### src/rtl/rom_arb_pkg.sv
// rtl/rom_arb_pkg.sv - shared defaults and requester indices for the ROM arbiter
package rom_arb_pkg;

  localparam int N_REQ_DEF  = 3;
  localparam int AW_DEF     = 19;
  localparam int DW_DEF     = 4;
  localparam int RD_LAT_DEF = 1;

  typedef enum logic [1:0] {
    REQ_BG   = 2'd0,
    REQ_BALL = 2'd1,
    REQ_WALL = 2'd2
  } req_idx_e;

endpackage

### src/rtl/rom_arbiter_if.sv
// rtl/rom_arbiter_if.sv - requester/ROM signal bundle between the arbiter and its clients
interface rom_arbiter_if
  import rom_arb_pkg::*;
#(
  parameter int N_REQ = N_REQ_DEF,
  parameter int AW    = AW_DEF,
  parameter int DW    = DW_DEF
) ();

  logic                   hold_off;
  logic [N_REQ-1:0]       req;
  logic [N_REQ*AW-1:0]    addr;
  logic [N_REQ-1:0]       gnt;
  logic [AW-1:0]          rom_addr;
  logic [DW-1:0]          rom_q;
  logic [DW-1:0]          rdata;
  logic [N_REQ-1:0]       rvalid;

  modport slave (
    input  hold_off, req, addr, rom_q,
    output gnt, rom_addr, rdata, rvalid
  );

  modport master (
    output hold_off, req, addr, rom_q,
    input  gnt, rom_addr, rdata, rvalid
  );

endinterface

### src/rtl/rr_arbiter_core.sv
// rtl/rr_arbiter_core.sv - combinational round-robin pick with its rotating priority pointer
module rr_arbiter_core
  import rom_arb_pkg::*;
#(
  parameter int N_REQ = N_REQ_DEF
) (
  input  logic             clk_i,
  input  logic             rst_i,
  input  logic             hold_off_i,
  input  logic [N_REQ-1:0] req_i,
  output logic [N_REQ-1:0] gnt_o
);

  localparam int PW = (N_REQ > 1) ? $clog2(N_REQ) : 1;

  logic [PW-1:0] ptr_q, ptr_d;
  logic          found;

  // Search upward from ptr with explicit wrap so indices >= N_REQ never appear.
  always_comb begin
    gnt_o = '0;
    ptr_d = ptr_q;
    found = 1'b0;
    for (int k = 0; k < N_REQ; k++) begin
      int            idx;
      logic [PW-1:0] sel;
      idx = int'(ptr_q) + k;
      if (idx >= N_REQ) idx = idx - N_REQ;
      sel = PW'(idx);
      if (!found && !hold_off_i && !rst_i && req_i[sel]) begin
        found      = 1'b1;
        gnt_o[sel] = 1'b1;
        ptr_d      = (idx + 1 == N_REQ) ? '0 : PW'(idx + 1);
      end
    end
  end

  always_ff @(posedge clk_i) begin
    if (rst_i) ptr_q <= '0;
    else       ptr_q <= ptr_d;
  end

endmodule

### src/rtl/rom_arbiter.sv
// rtl/rom_arbiter.sv - shares one single-port ROM among N_REQ requesters with tagged read-back
module rom_arbiter
  import rom_arb_pkg::*;
#(
  parameter int N_REQ  = N_REQ_DEF,
  parameter int AW     = AW_DEF,
  parameter int DW     = DW_DEF,
  parameter int RD_LAT = RD_LAT_DEF
) (
  input  logic          vga_clk,
  input  logic          Reset,
  rom_arbiter_if.slave  bus
);

  logic [N_REQ-1:0] gnt;
  logic [N_REQ-1:0] accept;
  logic [AW-1:0]    rom_addr_q, rom_addr_d;
  logic [N_REQ-1:0] tag_q [RD_LAT+1];

  rr_arbiter_core #(.N_REQ(N_REQ)) u_core (
    .clk_i      (vga_clk),
    .rst_i      (Reset),
    .hold_off_i (bus.hold_off),
    .req_i      (bus.req),
    .gnt_o      (gnt)
  );

  assign accept = gnt & bus.req;

  always_comb begin
    rom_addr_d = rom_addr_q;
    for (int i = 0; i < N_REQ; i++) begin
      if (accept[i]) rom_addr_d = bus.addr[i*AW +: AW];
    end
  end

  // Stage 0 lines up with rom_addr; stage RD_LAT lines up with rom_q.
  always_ff @(posedge vga_clk) begin
    if (Reset) begin
      rom_addr_q <= '0;
      for (int s = 0; s <= RD_LAT; s++) tag_q[s] <= '0;
    end else begin
      rom_addr_q <= rom_addr_d;
      tag_q[0]   <= accept;
      for (int s = 1; s <= RD_LAT; s++) tag_q[s] <= tag_q[s-1];
    end
  end

  assign bus.gnt      = gnt;
  assign bus.rom_addr = rom_addr_q;
  assign bus.rdata    = bus.rom_q;
  assign bus.rvalid   = tag_q[RD_LAT];

endmodule

### src/flat_wrapper.sv
// flat-port wrapper written by rule: the top's interface ports become plain ports
module rom_arbiter_flat import rom_arb_pkg::*;
#(
  parameter int N_REQ  = N_REQ_DEF,
  parameter int AW     = AW_DEF,
  parameter int DW     = DW_DEF,
  parameter int RD_LAT = RD_LAT_DEF
)
  (vga_clk, Reset, bus_hold_off, bus_req, bus_addr, bus_rom_q, bus_gnt, bus_rom_addr, bus_rdata, bus_rvalid);
  rom_arbiter_if #(.N_REQ(N_REQ), .AW(AW), .DW(DW)) bus_i ();
  input  logic vga_clk;
  input  logic Reset;
  input wire logic [$bits(bus_i.hold_off)-1:0] bus_hold_off;
  input wire logic [$bits(bus_i.req)-1:0] bus_req;
  input wire logic [$bits(bus_i.addr)-1:0] bus_addr;
  input wire logic [$bits(bus_i.rom_q)-1:0] bus_rom_q;
  output wire logic [$bits(bus_i.gnt)-1:0] bus_gnt;
  output wire logic [$bits(bus_i.rom_addr)-1:0] bus_rom_addr;
  output wire logic [$bits(bus_i.rdata)-1:0] bus_rdata;
  output wire logic [$bits(bus_i.rvalid)-1:0] bus_rvalid;
  assign bus_i.hold_off = bus_hold_off;
  assign bus_i.req = bus_req;
  assign bus_i.addr = bus_addr;
  assign bus_i.rom_q = bus_rom_q;
  assign bus_gnt = bus_i.gnt;
  assign bus_rom_addr = bus_i.rom_addr;
  assign bus_rdata = bus_i.rdata;
  assign bus_rvalid = bus_i.rvalid;
  rom_arbiter #(.N_REQ(N_REQ), .AW(AW), .DW(DW), .RD_LAT(RD_LAT)) u_core (.vga_clk(vga_clk), .Reset(Reset), .bus(bus_i));
endmodule
### config.mk
export PLATFORM = sky130hd
export DESIGN_NAME = rom_arbiter_flat
export DESIGN_NICKNAME = d
export VERILOG_FILES = /design/src/rtl/rom_arb_pkg.sv /design/src/rtl/rom_arbiter_if.sv /design/src/rtl/rr_arbiter_core.sv /design/src/rtl/rom_arbiter.sv /design/src/flat_wrapper.sv
export SDC_FILE = /design/constraint.sdc
export NUM_CORES = 1
export LEC_CHECK = 0
export CAP_MARGIN = 20
export CORE_MARGIN = 3
export CORE_UTILIZATION = 30
export CTS_CLUSTER_DIAMETER = 150
export DETAILED_ROUTE_END_ITERATION = 8
export PLACE_DENSITY = 0.7
export RECOVER_POWER = 25
export SYNTH_ARGS = -nofsm -noshare
export SYNTH_HDL_FRONTEND = slang
export SYNTH_HIERARCHICAL = 1
export SYNTH_SLANG_ARGS = --single-unit
### constraint.sdc
create_clock -name vga_clk -period 3.1 [get_ports vga_clk]
set_input_delay 0.31 -clock vga_clk [delete_from_list [all_inputs] [get_ports vga_clk]]
set_output_delay 0.31 -clock vga_clk [all_outputs]
set_load 0.05 [all_outputs]
==> results of run 1 <==
[registers in the layout, summed over array words and instances (netlist names)]
register and count:
u_core/bus.rom_addr 19, u_core/tag_q 6, u_core/u_core/ptr_q 2
[report_power, final]
group          internal [mW]  leakage [nW]  switching (mW)
registers              0.432         0.220          0.0538
logic                  0.431         0.657           0.639
clock network         0.0911        0.0217           0.112
[final cells by class]
cell class / count / area (µm²)
flip-flops and latches: 27 / 540.5
multi-input cells: 113 / 935.9
repair buffers: 94 / 937.1
well taps: 70 / 87.58
clock inverters: 1 / 7.507
fillers: 504 / 2640
inverters: 4 / 15.01
clock buffers: 3 / 41.29
[cell usage after synthesis, drive strengths merged (3+ instances only)]
master / count / share of area [%]
nand2: 6 / 1.4
nor2: 8 / 1.8
mux2i: 3 / 2.6
dfxtp: 27 / 33
o221ai: 19 / 14
buf: 17 / 9.1
o21ai: 5 / 1.5
and2b: 4 / 1.8
a21o: 3 / 1.4
ha: 4 / 3.0
clkbuf: 3 / 0.68
inv: 4 / 0.91
o2bb2ai: 20 / 11
nor3: 19 / 6.1
[final timing paths]
path | cells past startpoint | startpoint | endpoint
max | 9 | u_core/u_core/ptr_q[1]$_SDFFE_PP0P_ | u_core/bus.rom_addr[8]$_SDFFE_PP0P_
min | 1 | u_core/tag_q[0][0]$_SDFF_PP0_ | u_core/tag_q[0][3]$_SDFF_PP0_
max reg2reg | 9 | u_core/u_core/ptr_q[1]$_SDFFE_PP0P_ | u_core/bus.rom_addr[8]$_SDFFE_PP0P_
min reg2reg | 1 | u_core/tag_q[0][0]$_SDFF_PP0_ | u_core/tag_q[0][3]$_SDFF_PP0_
[logic make-up after synthesis]
family,Yosys count,synth area share [%]
compound gates,61,36.29
fa+ha+maj,4,3.037
buf+inv,24,10.71
flops,27,32.80
mux,3,2.582
simple gates,45,14.58
[critical path: stages (launching register included)]
cell and delay (ps):
dfxtp_1 350, inv_1 80, ha_1 370, mux2i_4 320
o22ai_2 120, a2111oi_2 430, a21o_2 170, and2_1 610
nor3_1 130, o2bb2ai_1 140
[routing by layer]
metal,global-route usage [%],part of all wire (%)
met1,19.14,45
met3,4.821,8.5
met4,2.027,0.32
met2,23.26,47
met5,0,0
[per-stage QoR]
step / hold slack, ps / std cells / utilization, %
after CTS: 443.7 / 312 / 49.35
after detailed placement: 420.0 / 308 / 48.41
after floorplan: 382.1 / 164 / -
after global routing: 450.9 / 312 / 49.28
final: 440.4 / 312 / 49.28
after global placement: 415.4 / 308 / 48.41
==> metrics.cfg, run 1 <==
[run_status]
outcome=finished, final reports clean

[power_and_ir_drop]
power.leakage_nw=0.8986
power_density_mw_per_mm2=685.4
vdd_drop_max_v=0.0002838
p_total_mw=1.758

[global_route]
grtUsageTotal_pct=14.45
grt_overflow=0
grt_pass1_wl_um=7355
grt_max_degree=21
grt_pass1_vias=1523
grt_antenna_before_repair=0

[yosys]
postSynth.asyncResetShare_pct=0
syn-instance-count=164
synth_flop_cell=dfxtp_1
seq_area_frac_synth_pct=32.80
synth.avg_cell_area_um2=10.05
synthesis.area_mm2=0.001648
synth_edf_count=0
synth_nets=235
ys_ff_latch=27
yosysWarnings=6
synth.distinct_cells=40

[floorplan]
initial_core_util_pct=31.66
die-width_um=80.12
ioPinCount=96
num_rows=26
die_area_mm2=0.006418
die_h_um=80.12
core_mm2=0.005205

[placed_design]
gp_congestion=0.8604
place_ws_ps=144.2
hpwlAfterDp_um=3551
dpl_cell_area_mm2=0.002520
portBuffers=87

[worst_setup_path]
start_kind=register
endpoint_kind=register
crit_arrival_ps=3020
crit_type=register to register
path_max_fanout=19
rrSetupSlack_ps=290
crit_required_ps=3310

[clocking]
clkTransAtPathRegs_ps=90
cts_tree=built
clockBufferDepth=2
post_cts_buffers=0
cts_made_buffers=3
cts_resized=0
cts_hold_buffers=0
clock-sinks=27
insertion_delay_ps=270
cts_root_buf=clkbuf_8
h-tree-depth=1

[sta]
hold_viol=0
fin_ws_ps=289.3
max_freq_mhz=355.8
rsz0062_at_grt=no
period_share_pct=90.67
setup_viol=0
max_slew_margin_pct=50.67
final_max_slew_viol_count=0
fin_setup_tns_ps=0
fin_skew_ps=1.343
period_needed_ps=2811
tightest_slew_ps=740.0

[final_layout]
nets=314
area_growth_pct=55.66
final_cell_mix=77 x clkdlybuf4s50_1, 27 x dfxtp_1, 18 x nor3_1, 18 x o2bb2ai_1, 10 x o221ai_2
final_common_cell=clkdlybuf4s50_1
design_area_mm2=0.002565
layout-drive-gt1-share_pct=14.46
num_antenna_cells=0

[detailed_routing]
wl_um=4664
drtIter0Drc=36
remaining_drc_errors=0
postRouteAntennaNets=0
viasPerCell=5.189
vias=1619
drt_first_pass_iters=4
wl_per_cell_um=14.95

[hold_path]
min_path_type=register to register

[job]
max_cap_viol_count=0

Power figures use the tool's default switching activity.
==> run 2: changes to the inputs <==
Settings changed: SLEW_MARGIN set to 40.
==> results of run 2 <==
Final layout, timing and power as in run 1 (identical DEF).
==> run 3: changes to the inputs <==
Settings changed: HOLD_SLACK_MARGIN set to 0.15.
==> results of run 3 <==
Final layout, timing and power as in run 1 (identical DEF).
